### src/rtl/mem_ctrl_pkg.sv
// Shared types and constants for the mem_ctrl CPU-to-RAM bridge.
// Chip-select layout: reqAddress[31:24] picks one of CHIP_COUNT chips.
package mem_ctrl_pkg;

  typedef enum logic [2:0] {
    IDLE,
    SETUP,
    ACCESS,
    HOLD,
    RESP
  } state_t;

  localparam int CHIP_COUNT   = 8;
  localparam int CHIP_SEL_MSB = 31;
  localparam int CHIP_SEL_LSB = 24;
  localparam int WAIT_CNT_W   = 4;

  function automatic logic chip_in_range(input logic [31:0] addr);
    return addr[CHIP_SEL_MSB:CHIP_SEL_LSB] < 8'(CHIP_COUNT);
  endfunction

endpackage

### src/rtl/mem_ctrl_timer.sv
// Down-counter that times the ACCESS phase: load, count down while enabled,
// done when the count reaches zero.
module mem_ctrl_timer
  import mem_ctrl_pkg::*;
(
  input  logic                  clk,
  input  logic                  rst_n,
  input  logic                  load,
  input  logic                  en,
  input  logic [WAIT_CNT_W-1:0] load_val,
  output logic                  done
);

  logic [WAIT_CNT_W-1:0] cnt;

  always_ff @(posedge clk or negedge rst_n) begin
    if (!rst_n) begin
      cnt <= '0;
    end else if (load) begin
      cnt <= load_val;
    end else if (en && (cnt != '0)) begin
      cnt <= cnt - 1'b1;
    end
  end

  assign done = (cnt == '0);

endmodule

### src/rtl/mem_ctrl.sv
// Single-request CPU-to-RAM controller: IDLE -> SETUP -> ACCESS -> HOLD -> RESP.
// Optional macro MEM_CTRL_RANGE_CHECK_EN rejects chip selects above 7 with rspErr.
module mem_ctrl
  import mem_ctrl_pkg::*;
#(
  parameter int WAIT_CYCLES = 2
) (
  input  logic        clk,
  input  logic        rst_n,
  input  logic        reqValid,
  output logic        reqReady,
  input  logic        reqRw,
  input  logic [31:0] reqAddress,
  input  logic [31:0] reqData,
  output logic        rspValid,
  input  logic        rspReady,
  output logic [31:0] rspData,
  output logic        rspErr,
  output logic [31:0] ramAddress,
  output logic [31:0] ramDataIn,
  output logic        ramRw,
  input  logic [31:0] ramOut
);

  localparam logic [WAIT_CNT_W-1:0] ACCESS_LOAD = WAIT_CNT_W'(WAIT_CYCLES - 1);

  state_t state;
  logic   cap_rw;
  logic   addr_bad;
  logic   tmr_done;

`ifdef MEM_CTRL_RANGE_CHECK_EN
  assign addr_bad = !chip_in_range(reqAddress);
`else
  assign addr_bad = 1'b0;
`endif

  mem_ctrl_timer u_timer (
    .clk      (clk),
    .rst_n    (rst_n),
    .load     (state == SETUP),
    .en       (state == ACCESS),
    .load_val (ACCESS_LOAD),
    .done     (tmr_done)
  );

  // ramAddress/ramDataIn double as the captured request registers, so they
  // only move on a handshake and are frozen for the whole write pulse.
  always_ff @(posedge clk or negedge rst_n) begin
    if (!rst_n) begin
      state      <= IDLE;
      reqReady   <= 1'b0;
      rspValid   <= 1'b0;
      rspData    <= '0;
      rspErr     <= 1'b0;
      ramAddress <= '0;
      ramDataIn  <= '0;
      ramRw      <= 1'b0;
      cap_rw     <= 1'b0;
    end else begin
      case (state)
        IDLE: begin
          reqReady <= 1'b1;
          if (reqValid && reqReady) begin
            reqReady <= 1'b0;
            cap_rw   <= reqRw;
            if (addr_bad) begin
              rspErr   <= 1'b1;
              rspData  <= '0;
              rspValid <= 1'b1;
              state    <= RESP;
            end else begin
              rspErr     <= 1'b0;
              ramAddress <= reqAddress;
              ramDataIn  <= reqData;
              state      <= SETUP;
            end
          end
        end
        SETUP: begin
          ramRw <= cap_rw;
          state <= ACCESS;
        end
        ACCESS: begin
          if (tmr_done) begin
            ramRw <= 1'b0;
            state <= HOLD;
          end
        end
        HOLD: begin
          rspData  <= cap_rw ? '0 : ramOut;
          rspValid <= 1'b1;
          state    <= RESP;
        end
        RESP: begin
          if (rspReady) begin
            rspValid <= 1'b0;
            reqReady <= 1'b1;
            state    <= IDLE;
          end
        end
        default: begin
          ramRw <= 1'b0;
          state <= IDLE;
        end
      endcase
    end
  end

endmodule
### config.mk
export PLATFORM = sky130hd
export DESIGN_NAME = mem_ctrl
export DESIGN_NICKNAME = d
export VERILOG_FILES = /design/src/rtl/mem_ctrl_pkg.sv /design/src/rtl/mem_ctrl_timer.sv /design/src/rtl/mem_ctrl.sv
export SDC_FILE = /design/constraint.sdc
export NUM_CORES = 1
export LEC_CHECK = 0
export ABC_AREA = 1
export ABC_CLOCK_PERIOD_IN_PS = 3300
export CAP_MARGIN = 10
export CELL_PAD_IN_SITES_DETAIL_PLACEMENT = 1
export CELL_PAD_IN_SITES_GLOBAL_PLACEMENT = 1
export CORE_MARGIN = 3
export CORE_UTILIZATION = 26
export CTS_CLUSTER_DIAMETER = 150
export CTS_CLUSTER_SIZE = 16
export DETAILED_ROUTE_END_ITERATION = 12
export PLACE_DENSITY_LB_ADDON = 0.3
export SKIP_CTS_REPAIR_TIMING = 1
export SYNTH_ARGS = -nofsm -noshare
export SYNTH_HDL_FRONTEND = slang
export SYNTH_SLANG_ARGS = --single-unit
export TNS_END_PERCENT = 20
### constraint.sdc
create_clock -name clk -period 3.3 [get_ports clk]
set_input_delay 0.495 -clock clk [delete_from_list [all_inputs] [get_ports clk]]
set_output_delay 0.495 -clock clk [all_outputs]
set_load 0.01 [all_outputs]
Word level (Yosys, flattened, before mapping). Index checks and enable logic that the tools add are counted.

Bitwise logic cells: 1. Order comparisons: 0. Reductions and logical operators: 14. Divide/modulo/power cells: 0. Mux-type cells: 14. Multipliers: 0. Equal/unequal tests: 7. Shift-type cells: 0. Add/sub/neg operators: 1.

Operator list (number): $mux 32 (1); $pmux 3 s5 (1); $mux 3 (3); $mux 4 (2); $reduce_and 2->1 (4); $eq 3x2->1 const B (2); $ne 2x2->1 const B (3); $reduce_bool 2->1 (3); $logic_not 4->1 (1); $mux 1 (4); $pmux 1 s2 (2); $reduce_bool 4->1 (1); $sub 4x1->4 const B (1); $eq 3x1->1 const B (1); $eq 3x3->1 const B (1); $logic_not 3->1 (1); $pmux 1 s3 (1); $reduce_and 3->1 (1); $reduce_or 3->1 (1); $logic_and 1x1->1 (2); $not 1->1 (1).

Memories kept: 0. ROM bits: 0. Bits of input ports: 101. Word-level logic and storage cells: 46. Flip-flop bits (word level): 107. Memory bits (writable): 0. Output and inout bits: 100. Latch bits: 0.

Depth between registers and ports, before layout. Gate-level depths: netlist (run 1).

Depth after elaboration: 4. Depth in mapped cells: 8. Mapped depth without buffers: 7.

Hierarchy. Synthesis (run 1) repeated with hierarchy kept, for this count alone.

Cells, all modules: 500. Area, all modules: 4634.4 sq um.

By module, submodules not included: mem_ctrl (cells an instance 454, sequential area each 2577.5 sq um, area each 4339.2 sq um, times used 1); mem_ctrl_timer (cells an instance 46, sequential area each 100.1 sq um, area each 295.3 sq um, times used 1).

Least setup slack after synthesis (run 1). OpenSTA, ideal clock, no wires.

Path type: register -> register. Start point: reg state[2]. End point: reg ramAddress[26]. Arrival: 1157 ps. Path buffers: 2. Stages on the path, launching flop included: 9. Required time: 3170 ps. Library setup time: 130 ps. Period minus slack after synthesis: 1287 ps. Setup slack: 2013 ps. Cells stage by stage: dfrtp_1 -> inv_2 -> nand2_2 -> nor2_4 -> nand3_4 -> buf_12 -> buf_6 -> nand2_1 -> o21ai_0.

Word-level cells in the longest chain between the ends: 2.

RTL lines: start: declaration (line mem_ctrl.sv:27) `state_t state;`; start signal: assignment (line mem_ctrl.sv:51) `state <= IDLE;`; start signal: assignment (line mem_ctrl.sv:71) `state <= RESP;`; start signal: assignment (line mem_ctrl.sv:76) `state <= SETUP;`; $logic_not 3->1 (line mem_ctrl.sv:61) `case (state)`; $reduce_and 2->1 (no source line); end signal: assignment (line mem_ctrl.sv:74) `ramAddress <= reqAddress;`; end: declaration (line mem_ctrl.sv:19) `output logic [31:0] ramAddress,`.

Every way passes these cells. A chain may end at the register's enable or synchronous reset.

Worst setup path in the final report (run 1).
Start point: reg state[1]. End point: reg rspData[26].

Word-level cells in the longest chain between the ends: 1.

RTL lines: $eq 3x2->1 (line mem_ctrl.sv:61); end signal: assignment (line mem_ctrl.sv:91) `rspData <= cap_rw ? '0 : ramOut;`; end: declaration (line mem_ctrl.sv:17) `output logic [31:0] rspData,`.

Every way passes these cells.

==> results of run 1 <==
-- critical path, delay by kind of cell (launching register included) --
family	cells	cell delay [ps]
AND/OR/NAND/NOR	4	1010
buffers and inverters	1	480
flip-flops	1	490
-- layout by cell type (no fill, tap or decap), types with 2 or more instances in the layout --
cell | netlist | routed
buf_12 | 1 | 2
buf_4 | 1 | 3
clkbuf_16 | 0 | 9
clkdlybuf4s50_1 | 0 | 198
clkinvlp_4 | 0 | 3
dfrtp_1 | 107 | 107
ha_1 | 2 | 2
inv_1 | 72 | 72
inv_2 | 2 | 2
nand2_1 | 149 | 149
nand3_1 | 41 | 41
nor2_1 | 8 | 8
nor2_4 | 2 | 2
o21ai_0 | 34 | 34
o21ai_2 | 35 | 35
-- kinds of logic after synthesis --
group | count (synthesis)
simple gates | 203
compound gates | 70
xor+xnor | 1
fa+ha+maj | 2
buf+inv | 98
other cells | 1
flops | 107
-- sequential cells by signal, indices dropped and copies added, names as in the netlist --
register	flops
cap_rw	1
ramRw	1
rspValid	1
ramDataIn	32
reqReady	1
rspData	32
u_timer.cnt	4
ramAddress	32
state	3
-- path summary, 6_finish.rpt --
check,to,from,slack [ps]
max in group asynchronous,ramDataIn[13]$_DFFE_PN0P_,rst_n,2330
min in group clk,rspData[14]$_DFFE_PN0P_,rspData[14]$_DFFE_PN0P_,480
max reg2reg,rspData[26]$_DFFE_PN0P_,state[1]$_DFFE_PN0P_,1170
min reg2reg,rspData[14]$_DFFE_PN0P_,rspData[14]$_DFFE_PN0P_,480
min,rspData[23]$_DFFE_PN0P_,rst_n,210
max,rspData[26]$_DFFE_PN0P_,state[1]$_DFFE_PN0P_,1170
-- area by class of cell --
cell class | instances | area, µm²
fillers | 1938 | 9900
repair buffers | 203 | 2040
multi-input cells | 277 | 1370
clock inverters | 4 | 27.5
flip-flops and latches | 107 | 2680
clock buffers | 11 | 243
inverters | 74 | 278
well taps | 220 | 275
-- per-stage QoR --
step	hold WS, ps	cells	power (mW)
after floorplan	199	482	3.65
after global placement	463	881	5.07
after detailed placement	464	881	5.18
after CTS	231	896	6.24
after global routing	268	896	6.61
final	214	896	6.11
-- report_power, final --
group / total, mW / switching, mW / internal (mW)
combinational: 2.84 / 1.40 / 1.44
sequential: 2.28 / 0.374 / 1.91
clock: 0.995 / 0.468 / 0.527
-- routing by layer --
layer / global-route usage (%) / part of all wire (%)
met3: 6.90 / 12
met1: 17.5 / 43
met5: 0 / 0
met2: 21.2 / 44
met4: 4.77 / 1.4
==> impl_metrics.xml, run 1 <==
<?xml version="1.0" encoding="UTF-8"?>
<metrics>
  <group name="worst_setup_path">
    <metric name="ff2ff_path_depth" unit="">5</metric>
    <metric name="worst-setup-path-type" unit="">flip-flop to flip-flop</metric>
    <metric name="setup.worst_path.start_class" unit="">flip-flop</metric>
    <metric name="critPathSlowestCell" unit="">nor2_4</metric>
    <metric name="crit_arrival" unit="ps">2350</metric>
    <metric name="timing.critical_path.fanout_max" unit="">34</metric>
    <metric name="critical_path.max_stage_delay" unit="ps">620</metric>
    <metric name="path_common_cell" unit="">nand2_1</metric>
    <metric name="path_cells" unit="">nand2_1 -&gt; nor2_4 -&gt; inv_2 -&gt; nand2_1 -&gt; nand2_1</metric>
    <metric name="worst_ep_required_time" unit="ps">3520</metric>
    <metric name="critPathCaptureType" unit="">flip-flop</metric>
  </group>
  <group name="worst_hold_path">
    <metric name="min_path_type" unit="">primary input to asynchronous set/reset pin</metric>
  </group>
  <group name="route">
    <metric name="detail_route.iter0.violations" unit="">117</metric>
    <metric name="viasPerCell" unit="">4.33</metric>
    <metric name="drc" unit="">0</metric>
    <metric name="drtAntennaViolNets" unit="">0</metric>
    <metric name="routed_vias" unit="">3880</metric>
    <metric name="detail_route.wirelength" unit="mm">13.3</metric>
    <metric name="dr.pass1.iters" unit="">4</metric>
    <metric name="avgRoutedWirePerCell" unit="µm">14.8</metric>
  </group>
  <group name="floorplan">
    <metric name="floorplan.die.width" unit="µm">138</metric>
    <metric name="floorplan.core_area" unit="µm²">16800</metric>
    <metric name="fp-row-count" unit="">47</metric>
    <metric name="floorplan.die.height" unit="µm">138</metric>
    <metric name="top_level_ports" unit="">201</metric>
    <metric name="initial_utilization" unit="%">26.9</metric>
    <metric name="dieArea" unit="µm²">19000</metric>
  </group>
  <group name="clock_network">
    <metric name="clkSinkCount" unit="">107</metric>
    <metric name="clkSlewWorstSetupHoldPaths" unit="ps">60</metric>
    <metric name="clk_root_buffer_cell" unit="">clkbuf_16</metric>
    <metric name="tritoncts_buffer_count" unit="">9</metric>
    <metric name="cts_tree" unit="">done</metric>
    <metric name="cts-root-to-sink-buffers" unit="">2</metric>
    <metric name="worstSkewPairLatency" unit="ps">350</metric>
    <metric name="ctsHtreeMaxLevel" unit="">3</metric>
  </group>
  <group name="placed_design">
    <metric name="hpwl_after_detailed_placement" unit="mm">9.93</metric>
    <metric name="dpl-instance-area" unit="µm²">6640</metric>
    <metric name="port_buffers" unit="">199</metric>
    <metric name="gp_congestion" unit="">0.752</metric>
    <metric name="preCtsSetupSlack" unit="ps">1180</metric>
  </group>
  <group name="synthesis">
    <metric name="synth_top_flop_cell" unit="">dfrtp_1</metric>
    <metric name="synth.cell_area" unit="µm²">4520</metric>
    <metric name="synthDistinctLibCells" unit="">21</metric>
    <metric name="post_synth_inst_count" unit="">482</metric>
    <metric name="yosys.area.top_type" unit="">dfrtp_1</metric>
    <metric name="synthesis.nets" unit="">585</metric>
    <metric name="synth_adder_area_share" unit="%">0.554</metric>
    <metric name="yosys-mux-area-fraction" unit="%">0</metric>
    <metric name="synth_compound_gate_area_share" unit="%">10.7</metric>
    <metric name="yosysMostFrequentCell" unit="">nand2_1</metric>
    <metric name="post_synth_most_frequent_cells" unit="">nand2_1 (149), dfrtp_1 (107), inv_1 (72)</metric>
    <metric name="synth.top_cells.by_area" unit="">dfrtp_1 (59%), nand2_1 (12%), o21ai_2 (6.8%), inv_1 (6.0%), nand3_1 (4.5%)</metric>
    <metric name="ys_ff_latch" unit="">107</metric>
    <metric name="synth-simple-area-share" unit="%">18.8</metric>
    <metric name="synthDominantCellAreaShare" unit="%">59.3</metric>
    <metric name="seq_area_frac_synth" unit="%">59.3</metric>
    <metric name="post_synth_xor_area_fraction" unit="%">0.194</metric>
    <metric name="edff_count_synth" unit="">0</metric>
    <metric name="synth-async-reset-ratio" unit="%">100</metric>
    <metric name="ys.warnings.count" unit="">0</metric>
    <metric name="synth_top_family_by_area" unit="">simple AND/OR/NAND/NOR gates</metric>
    <metric name="syn_area_per_cell" unit="µm²">9.37</metric>
  </group>
  <group name="final_layout">
    <metric name="areaGrowthSynthToFinish" unit="%">53.1</metric>
    <metric name="utilization" unit="%">41.1</metric>
    <metric name="layout-drive-gt1-share" unit="%">8.88</metric>
    <metric name="final_nets" unit="">775</metric>
    <metric name="finish.instance_area" unit="µm²">6910</metric>
    <metric name="n_antenna_cell" unit="">0</metric>
  </group>
  <group name="timing">
    <metric name="setup_total_negative_slack" unit="ps">0</metric>
    <metric name="maxSlewHeadroom" unit="%">31.2</metric>
    <metric name="timing.final.hold_violations" unit="">0</metric>
    <metric name="max_freq" unit="MHz">470</metric>
    <metric name="finalMaxSlewViolations" unit="">0</metric>
    <metric name="post-route-worst-setup-slack" unit="ps">1170</metric>
    <metric name="report.final.setup_viol" unit="">0</metric>
    <metric name="period_minus_slack" unit="ps">2130</metric>
    <metric name="grt_setup_unrepaired" unit="">false</metric>
    <metric name="timing.final.crit_share" unit="%">64.5</metric>
    <metric name="skew" unit="ps">9.72</metric>
    <metric name="tightestPinTransition" unit="ps">1030</metric>
  </group>
  <group name="global_route">
    <metric name="first_pass_grt_wire_length" unit="mm">20.9</metric>
    <metric name="total_routing_usage_reported_by_global_routing" unit="%">14.0</metric>
    <metric name="antenna_found_initial" unit="">0</metric>
    <metric name="grt_overflow" unit="">0</metric>
    <metric name="grt_start_max_net_pins" unit="">56</metric>
    <metric name="first_global_vias" unit="">3981</metric>
  </group>
  <group name="power">
    <metric name="leakagePower" unit="nW">3.34</metric>
    <metric name="worst_ir_drop_vdd" unit="mV">0.357</metric>
    <metric name="power.density" unit="nW/µm²">884</metric>
  </group>
  <group name="status">
    <metric name="status" unit="">complete, no violations</metric>
  </group>
  <group name="job">
    <metric name="maxCapViolations" unit="">0</metric>
  </group>
</metrics>
No activity file was read; power rests on OpenSTA's default activity.
==> run 2: changes to the inputs <==
--- a/config.mk
+++ b/config.mk
@@ -6,7 +6,7 @@
 export NUM_CORES = 1
 export LEC_CHECK = 0
 export ABC_AREA = 1
-export ABC_CLOCK_PERIOD_IN_PS = 3300
+export ABC_CLOCK_PERIOD_IN_PS = 2200
 export CAP_MARGIN = 10
 export CELL_PAD_IN_SITES_DETAIL_PLACEMENT = 1
 export CELL_PAD_IN_SITES_GLOBAL_PLACEMENT = 1
==> constraint.sdc (replaced) <==
create_clock -name clk -period 2.2 [get_ports clk]
set_input_delay 0.33 -clock clk [delete_from_list [all_inputs] [get_ports clk]]
set_output_delay 0.33 -clock clk [all_outputs]
set_load 0.01 [all_outputs]
==> run 2 against run 1 <==
Against the previous run:
- the flow now finishes with violations (negative hold slack)
- critical path depth down 4
- first-iteration DRC count down 22%
- sequential share of layout area fell by 0.27 points
- clock skew decreased by 3.9 ps
- combinational power grew 50%
- register-to-register slack got worse by 540 ps
- final cell count is 0.33% higher
- critical endpoint is now reqReady
- largest cell class unchanged
- highest routed layer unchanged
==> impl_metrics.xml, run 2 (synthesized netlist as in run 1, its figures left out) <==
<?xml version="1.0" encoding="UTF-8"?>
<metrics>
  <group name="status">
    <metric name="status" unit="">finished with violations</metric>
    <metric name="violated_checks" unit="">negative hold slack</metric>
  </group>
  <group name="power">
    <metric name="switching_part_of_the_total" unit="%">36.1</metric>
    <metric name="leakagePower" unit="nW">3.38</metric>
    <metric name="totalPowerFinal" unit="mW">9.30</metric>
    <metric name="switchingPower" unit="mW">3.35</metric>
    <metric name="share_seq_of_total_power" unit="%">36.5</metric>
    <metric name="share_clk_of_total_power" unit="%">17.6</metric>
    <metric name="comb_power_share" unit="%">45.8</metric>
    <metric name="power.density" unit="nW/µm²">1340</metric>
    <metric name="worst_ir_drop_vdd" unit="mV">0.442</metric>
    <metric name="cell_internal_pwr" unit="mW">5.95</metric>
  </group>
  <group name="final_layout">
    <metric name="utilization" unit="%">41.4</metric>
    <metric name="fill_cells" unit="">1962</metric>
    <metric name="areaGrowthSynthToFinish" unit="%">54.2</metric>
    <metric name="final_nets" unit="">777</metric>
    <metric name="filler_free_cell_count_of_the_finished_design" unit="">899</metric>
    <metric name="final_cell_mix" unit="">clkdlybuf4s50_1 (198), nand2_1 (149), dfrtp_1 (107), inv_1 (72), nand3_1 (41)</metric>
    <metric name="biggestRegsByFlops" unit="">ramAddress x32, ramDataIn x32, rspData x32</metric>
    <metric name="finish.instance_area" unit="µm²">6960</metric>
    <metric name="n_antenna_cell" unit="">0</metric>
    <metric name="commonest_non_fill_non_tap_cell_in_the_layout" unit="">clkdlybuf4s50_1</metric>
    <metric name="layout-drive-gt1-share" unit="%">9.43</metric>
  </group>
  <group name="timing">
    <metric name="skew" unit="ps">5.81</metric>
    <metric name="timing.final.crit_share" unit="%">76.1</metric>
    <metric name="finalMaxSlewViolations" unit="">0</metric>
    <metric name="setup_total_negative_slack" unit="ps">0</metric>
    <metric name="hold_ws" unit="ps">-20.0</metric>
    <metric name="maxSlewHeadroom" unit="%">61.6</metric>
    <metric name="tightestPinTransition" unit="ps">576</metric>
    <metric name="grt_setup_unrepaired" unit="">false</metric>
    <metric name="max_freq" unit="MHz">597</metric>
    <metric name="report.final.setup_viol" unit="">0</metric>
    <metric name="timing.final.hold_violations" unit="">28</metric>
    <metric name="post-route-worst-setup-slack" unit="ps">525</metric>
    <metric name="period_minus_slack" unit="ps">1670</metric>
  </group>
  <group name="global_route">
    <metric name="grt_start_max_net_pins" unit="">99</metric>
    <metric name="total_routing_usage_reported_by_global_routing" unit="%">13.9</metric>
    <metric name="first_global_vias" unit="">4142</metric>
    <metric name="grt_overflow" unit="">0</metric>
    <metric name="antenna_found_initial" unit="">0</metric>
    <metric name="first_pass_grt_wire_length" unit="mm">20.8</metric>
  </group>
  <group name="placed_design">
    <metric name="gp_congestion" unit="">0.747</metric>
    <metric name="hpwl_after_detailed_placement" unit="mm">9.84</metric>
    <metric name="placed_cells" unit="">883</metric>
    <metric name="port_buffers" unit="">199</metric>
    <metric name="preCtsSetupSlack" unit="ps">469</metric>
    <metric name="dpl-instance-area" unit="µm²">6660</metric>
  </group>
  <group name="route">
    <metric name="routed_vias" unit="">3810</metric>
    <metric name="avgRoutedWirePerCell" unit="µm">14.7</metric>
    <metric name="detail_route.wirelength" unit="mm">13.2</metric>
    <metric name="detail_route.iter0.violations" unit="">91</metric>
    <metric name="drc" unit="">0</metric>
    <metric name="dr.pass1.iters" unit="">4</metric>
    <metric name="drtAntennaViolNets" unit="">0</metric>
    <metric name="viasPerCell" unit="">4.24</metric>
  </group>
  <group name="worst_setup_path">
    <metric name="r2r_end" unit="">ramDataIn[20]$_DFFE_PN0P_</metric>
    <metric name="worst-setup-path-type" unit="">flip-flop to output port</metric>
    <metric name="critPathSlowestCell" unit="">clkdlybuf4s50_1</metric>
    <metric name="ff2ff_path_depth" unit="">7</metric>
    <metric name="crit_family" unit="">buffers and inverters</metric>
    <metric name="critPathCaptureType" unit="">output port</metric>
    <metric name="crit_path_end" unit="">reqReady</metric>
    <metric name="path_cells" unit="">clkdlybuf4s50_1</metric>
    <metric name="r2r_slack" unit="ps">630</metric>
    <metric name="crit_arrival" unit="ps">1340</metric>
    <metric name="critical_path.max_stage_delay" unit="ps">590</metric>
    <metric name="critical_path.n_buffers_inverters" unit="">1</metric>
    <metric name="crit_start" unit="">reqReady$_DFFE_PN0P_</metric>
    <metric name="setup.worst_path.start_class" unit="">flip-flop</metric>
    <metric name="ff_to_ff_start" unit="">state[2]$_DFFE_PN0P_</metric>
    <metric name="worst_ep_required_time" unit="ps">1870</metric>
    <metric name="critical_path_cell_count" unit="">1</metric>
    <metric name="timing.critical_path.fanout_max" unit="">4</metric>
  </group>
  <group name="worst_hold_path">
    <metric name="min_path_type" unit="">primary input to asynchronous set/reset pin</metric>
  </group>
  <group name="clock_network">
    <metric name="ctsHtreeMaxLevel" unit="">3</metric>
    <metric name="tritoncts_buffer_count" unit="">9</metric>
    <metric name="cts_tree" unit="">done</metric>
    <metric name="cts-root-to-sink-buffers" unit="">2</metric>
    <metric name="clkSinkCount" unit="">107</metric>
    <metric name="clkSlewWorstSetupHoldPaths" unit="ps">70</metric>
    <metric name="clk_root_buffer_cell" unit="">clkbuf_16</metric>
    <metric name="worstSkewPairLatency" unit="ps">340</metric>
  </group>
  <group name="floorplan">
    <metric name="floorplan.die.width" unit="µm">138</metric>
    <metric name="initial_utilization" unit="%">26.9</metric>
    <metric name="fp-row-count" unit="">47</metric>
    <metric name="top_level_ports" unit="">201</metric>
    <metric name="dieArea" unit="µm²">19000</metric>
    <metric name="floorplan.core_area" unit="µm²">16800</metric>
    <metric name="floorplan.die.height" unit="µm">138</metric>
  </group>
  <group name="job">
    <metric name="maxCapViolations" unit="">0</metric>
  </group>
</metrics>
[run 2: worst min path at each step]
stage	slack [ps]	cells after the start	to	start
4_1_cts	-10	1	ramDataIn[0]$_DFFE_PN0P_	rst_n
6_report	-20	1	ramDataIn[0]$_DFFE_PN0P_	rst_n
3_5_place_dp	370	1	ramDataIn[0]$_DFFE_PN0P_	rst_n
5_1_grt	10	1	ramAddress[30]$_DFFE_PN0P_	rst_n
2_1_floorplan	30	0	cap_rw$_DFFE_PN0P_	rst_n
3_3_place_gp	370	1	ramAddress[30]$_DFFE_PN0P_	rst_n
[run 2: area by class of cell]
| class | instances | area (µm²) | share of cell area (%) |
|---|---|---|---|
| multi-input cells | 277 | 1370 | 19.7 |
| clock buffers | 10 | 239 | 3.43 |
| clock inverters | 6 | 65.1 | 0.934 |
| flip-flops and latches | 107 | 2680 | 38.5 |
| repair buffers | 205 | 2060 | 29.6 |
| inverters | 74 | 278 | 3.99 |
| well taps | 220 | 275 | 3.95 |
[run 2: worst reg2reg max path, stage by stage (launching register included)]
cell and delay (ps):
dfrtp_1 450, inv_2 110, nand2_2 80, nor2_4 110, nand3_4 140, buf_12 250
nand2_1 210, o21ai_0 80
[run 2: layer usage]
metal	track usage, %	share of wire (%)	vias to the layer above
met4	4.77	1.0	0
li1	-	-	1856
met3	7.05	12	11
met1	16.3	41	1797
met5	0	0	-
met2	22.1	46	146
[run 2: power by group through the flow]
stage	Sequential, mW	Combinational [mW]	Clock (mW)
floorplan	3.74	1.72	0
global placement	3.40	4.20	0
detailed placement	3.43	4.33	0
CTS	3.42	4.35	1.72
global route	3.53	4.73	1.79
finish	3.40	4.26	1.64
==> run 3: changes to the inputs <==
--- a/config.mk
+++ b/config.mk
@@ -6,7 +6,7 @@
 export NUM_CORES = 1
 export LEC_CHECK = 0
 export ABC_AREA = 1
-export ABC_CLOCK_PERIOD_IN_PS = 2200
+export ABC_CLOCK_PERIOD_IN_PS = 1450
 export CAP_MARGIN = 10
 export CELL_PAD_IN_SITES_DETAIL_PLACEMENT = 1
 export CELL_PAD_IN_SITES_GLOBAL_PLACEMENT = 1
==> constraint.sdc (replaced) <==
create_clock -name clk -period 1.45 [get_ports clk]
set_input_delay 0.2175 -clock clk [delete_from_list [all_inputs] [get_ports clk]]
set_output_delay 0.2175 -clock clk [all_outputs]
set_load 0.01 [all_outputs]
==> run 3 against run 2 <==
Against the previous run:
- the run now ends clean
- final cell count grew 1.2%
- largest power group unchanged
- critical path type is now flip-flop to flip-flop
- via count increased by 3.5%
- clock power increased by 48%
- count of clock-buffer cells in the layout grew 1
- setup slack worse by 460 ps
- first-iteration DRC count up 14%
- critical path depth grew 6
- routed wire length rose by 4.8%
- sequential share of layout area down 2.3 points
==> impl_metrics.xml, run 3 (synthesized netlist as in run 1, its figures left out) <==
<?xml version="1.0" encoding="UTF-8"?>
<metrics>
  <group name="worst_setup_path">
    <metric name="critPathSlowestCell" unit="">dfrtp_1</metric>
    <metric name="path_common_cell" unit="">buf_12</metric>
    <metric name="crit_arrival" unit="ps">1630</metric>
    <metric name="ff_to_ff_start" unit="">state[2]$_DFFE_PN0P_</metric>
    <metric name="r2r_slack" unit="ps">70</metric>
    <metric name="critPathCaptureType" unit="">flip-flop</metric>
    <metric name="critical_path.max_stage_delay" unit="ps">400</metric>
    <metric name="ff2ff_path_depth" unit="">7</metric>
    <metric name="r2r_end" unit="">ramDataIn[1]$_DFFE_PN0P_</metric>
    <metric name="setup.worst_path.start_class" unit="">flip-flop</metric>
    <metric name="path_cells" unit="">inv_2 -&gt; nand2_2 -&gt; nor2_4 -&gt; nand3_4 -&gt; buf_12 -&gt; buf_12 -&gt; o21ai_0</metric>
    <metric name="critical_path.n_buffers_inverters" unit="">3</metric>
    <metric name="timing.critical_path.fanout_max" unit="">8</metric>
    <metric name="crit_family" unit="">flip-flops</metric>
    <metric name="worst-setup-path-type" unit="">flip-flop to flip-flop</metric>
    <metric name="worst_ep_required_time" unit="ps">1690</metric>
  </group>
  <group name="floorplan">
    <metric name="floorplan.die.width" unit="µm">138</metric>
    <metric name="dieArea" unit="µm²">19000</metric>
    <metric name="top_level_ports" unit="">201</metric>
    <metric name="fp-row-count" unit="">47</metric>
    <metric name="floorplan.core_area" unit="µm²">16800</metric>
    <metric name="floorplan.die.height" unit="µm">138</metric>
    <metric name="initial_utilization" unit="%">26.9</metric>
  </group>
  <group name="global_route">
    <metric name="first_global_vias" unit="">4382</metric>
    <metric name="total_routing_usage_reported_by_global_routing" unit="%">14.4</metric>
    <metric name="first_pass_grt_wire_length" unit="mm">21.4</metric>
    <metric name="antenna_found_initial" unit="">0</metric>
    <metric name="grt_overflow" unit="">0</metric>
    <metric name="grt_start_max_net_pins" unit="">60</metric>
  </group>
  <group name="route">
    <metric name="viasPerCell" unit="">4.33</metric>
    <metric name="drc" unit="">0</metric>
    <metric name="drtAntennaViolNets" unit="">0</metric>
    <metric name="avgRoutedWirePerCell" unit="µm">15.2</metric>
    <metric name="dr.pass1.iters" unit="">4</metric>
    <metric name="detail_route.wirelength" unit="mm">13.9</metric>
    <metric name="detail_route.iter0.violations" unit="">104</metric>
    <metric name="routed_vias" unit="">3942</metric>
  </group>
  <group name="power">
    <metric name="worst_ir_drop_vdd" unit="mV">0.619</metric>
    <metric name="comb_power_share" unit="%">46.6</metric>
    <metric name="cell_internal_pwr" unit="mW">8.96</metric>
    <metric name="switchingPower" unit="mW">5.15</metric>
    <metric name="leakagePower" unit="nW">4.74</metric>
    <metric name="power.density" unit="nW/µm²">1900</metric>
    <metric name="share_clk_of_total_power" unit="%">17.2</metric>
    <metric name="switching_part_of_the_total" unit="%">36.5</metric>
    <metric name="totalPowerFinal" unit="mW">14.1</metric>
    <metric name="share_seq_of_total_power" unit="%">36.2</metric>
  </group>
  <group name="clock_network">
    <metric name="clk_root_buffer_cell" unit="">clkbuf_16</metric>
    <metric name="clkSlewWorstSetupHoldPaths" unit="ps">70</metric>
    <metric name="cts_tree" unit="">done</metric>
    <metric name="cts-root-to-sink-buffers" unit="">2</metric>
    <metric name="worstSkewPairLatency" unit="ps">340</metric>
    <metric name="ctsHtreeMaxLevel" unit="">3</metric>
    <metric name="clkSinkCount" unit="">107</metric>
    <metric name="tritoncts_buffer_count" unit="">9</metric>
  </group>
  <group name="job">
    <metric name="maxCapViolations" unit="">0</metric>
  </group>
  <group name="final_layout">
    <metric name="layout-drive-gt1-share" unit="%">10.9</metric>
    <metric name="commonest_non_fill_non_tap_cell_in_the_layout" unit="">nand2_1</metric>
    <metric name="final_nets" unit="">788</metric>
    <metric name="final_cell_mix" unit="">nand2_1 (149), dfrtp_1 (105), clkdlybuf4s50_1 (99), dlymetal6s2s_1 (99), inv_1 (72)</metric>
    <metric name="areaGrowthSynthToFinish" unit="%">64.0</metric>
    <metric name="biggestRegsByFlops" unit="">ramAddress x32, ramDataIn x32, rspData x32</metric>
    <metric name="n_antenna_cell" unit="">0</metric>
  </group>
  <group name="placed_design">
    <metric name="preCtsSetupSlack" unit="ps">-111</metric>
    <metric name="port_buffers" unit="">199</metric>
    <metric name="gp_congestion" unit="">0.749</metric>
    <metric name="hpwl_after_detailed_placement" unit="mm">10.4</metric>
  </group>
  <group name="timing">
    <metric name="post-route-worst-setup-slack" unit="ps">65.1</metric>
    <metric name="period_minus_slack" unit="ps">1380</metric>
    <metric name="timing.final.crit_share" unit="%">95.5</metric>
    <metric name="max_freq" unit="MHz">722</metric>
    <metric name="timing.final.hold_violations" unit="">0</metric>
    <metric name="hold_ws" unit="ps">308</metric>
    <metric name="skew" unit="ps">6.58</metric>
    <metric name="finalMaxSlewViolations" unit="">0</metric>
    <metric name="report.final.setup_viol" unit="">0</metric>
  </group>
  <group name="worst_hold_path">
    <metric name="min_path_type" unit="">primary input to asynchronous set/reset pin</metric>
  </group>
  <group name="status">
    <metric name="status" unit="">complete, no violations</metric>
  </group>
</metrics>
run 3: power by group through the flow:
stage	logic (mW)	registers (mW)	clock network [mW]
2_1_floorplan	2.62	5.68	0
3_3_place_gp	6.64	5.15	0
3_5_place_dp	6.89	5.21	0
4_1_cts	6.92	5.19	2.54
5_1_grt	7.32	5.30	2.67
6_report	6.58	5.11	2.42
run 3: metal layers:
layer | vias to the layer above | GRT usage, % | part of all wire [%]
li1 | 1887 | - | -
met1 | 1896 | 15.5 | 39
met2 | 147 | 24.5 | 48
met3 | 12 | 7.27 | 11
met4 | 0 | 4.99 | 1.5
met5 | - | 0 | 0
run 3: cell type report:
class,instances,area [µm²]
repair buffers,216,2510
flip-flops and latches,107,2680
well taps,220,275
clock buffers,11,233
fillers,1897,9410
inverters,74,278
multi-input cells,277,1370
clock inverters,5,53.8
run 3: metrics by stage:
| step | cell area [µm²] | util (%) | TNS [ps] | instances |
|---|---|---|---|---|
| 6_report | 7410 | 44.0 | 0 | 910 |
| 5_1_grt | 7410 | 44.0 | -47.6 | 910 |
| 4_1_cts | 7070 | 42.1 | -4660 | 906 |
| 3_5_place_dp | 6790 | 40.4 | -3240 | 890 |
| 3_3_place_gp | 6790 | 40.4 | -109 | 890 |
| 2_1_floorplan | 4520 | - | 0 | 482 |
run 3: worst max path at each step:
stage                              start                          to  slack [ps]  cells after the start
floorplan           state[2]$_DFFE_PN0P_  ramAddress[26]$_DFFE_PN0P_         160                      8
global placement                reqValid    ramDataIn[2]$_DFFE_PN0P_         -20                      5
detailed placement              reqValid   ramDataIn[31]$_DFFE_PN0P_        -110                      4
CTS                 reqReady$_DFFE_PN0P_                    reqReady        -160                      1
global route        state[0]$_DFFE_PN0P_    ramDataIn[1]$_DFFE_PN0P_         -50                      7
finish              state[2]$_DFFE_PN0P_    ramDataIn[1]$_DFFE_PN0P_          70                      7
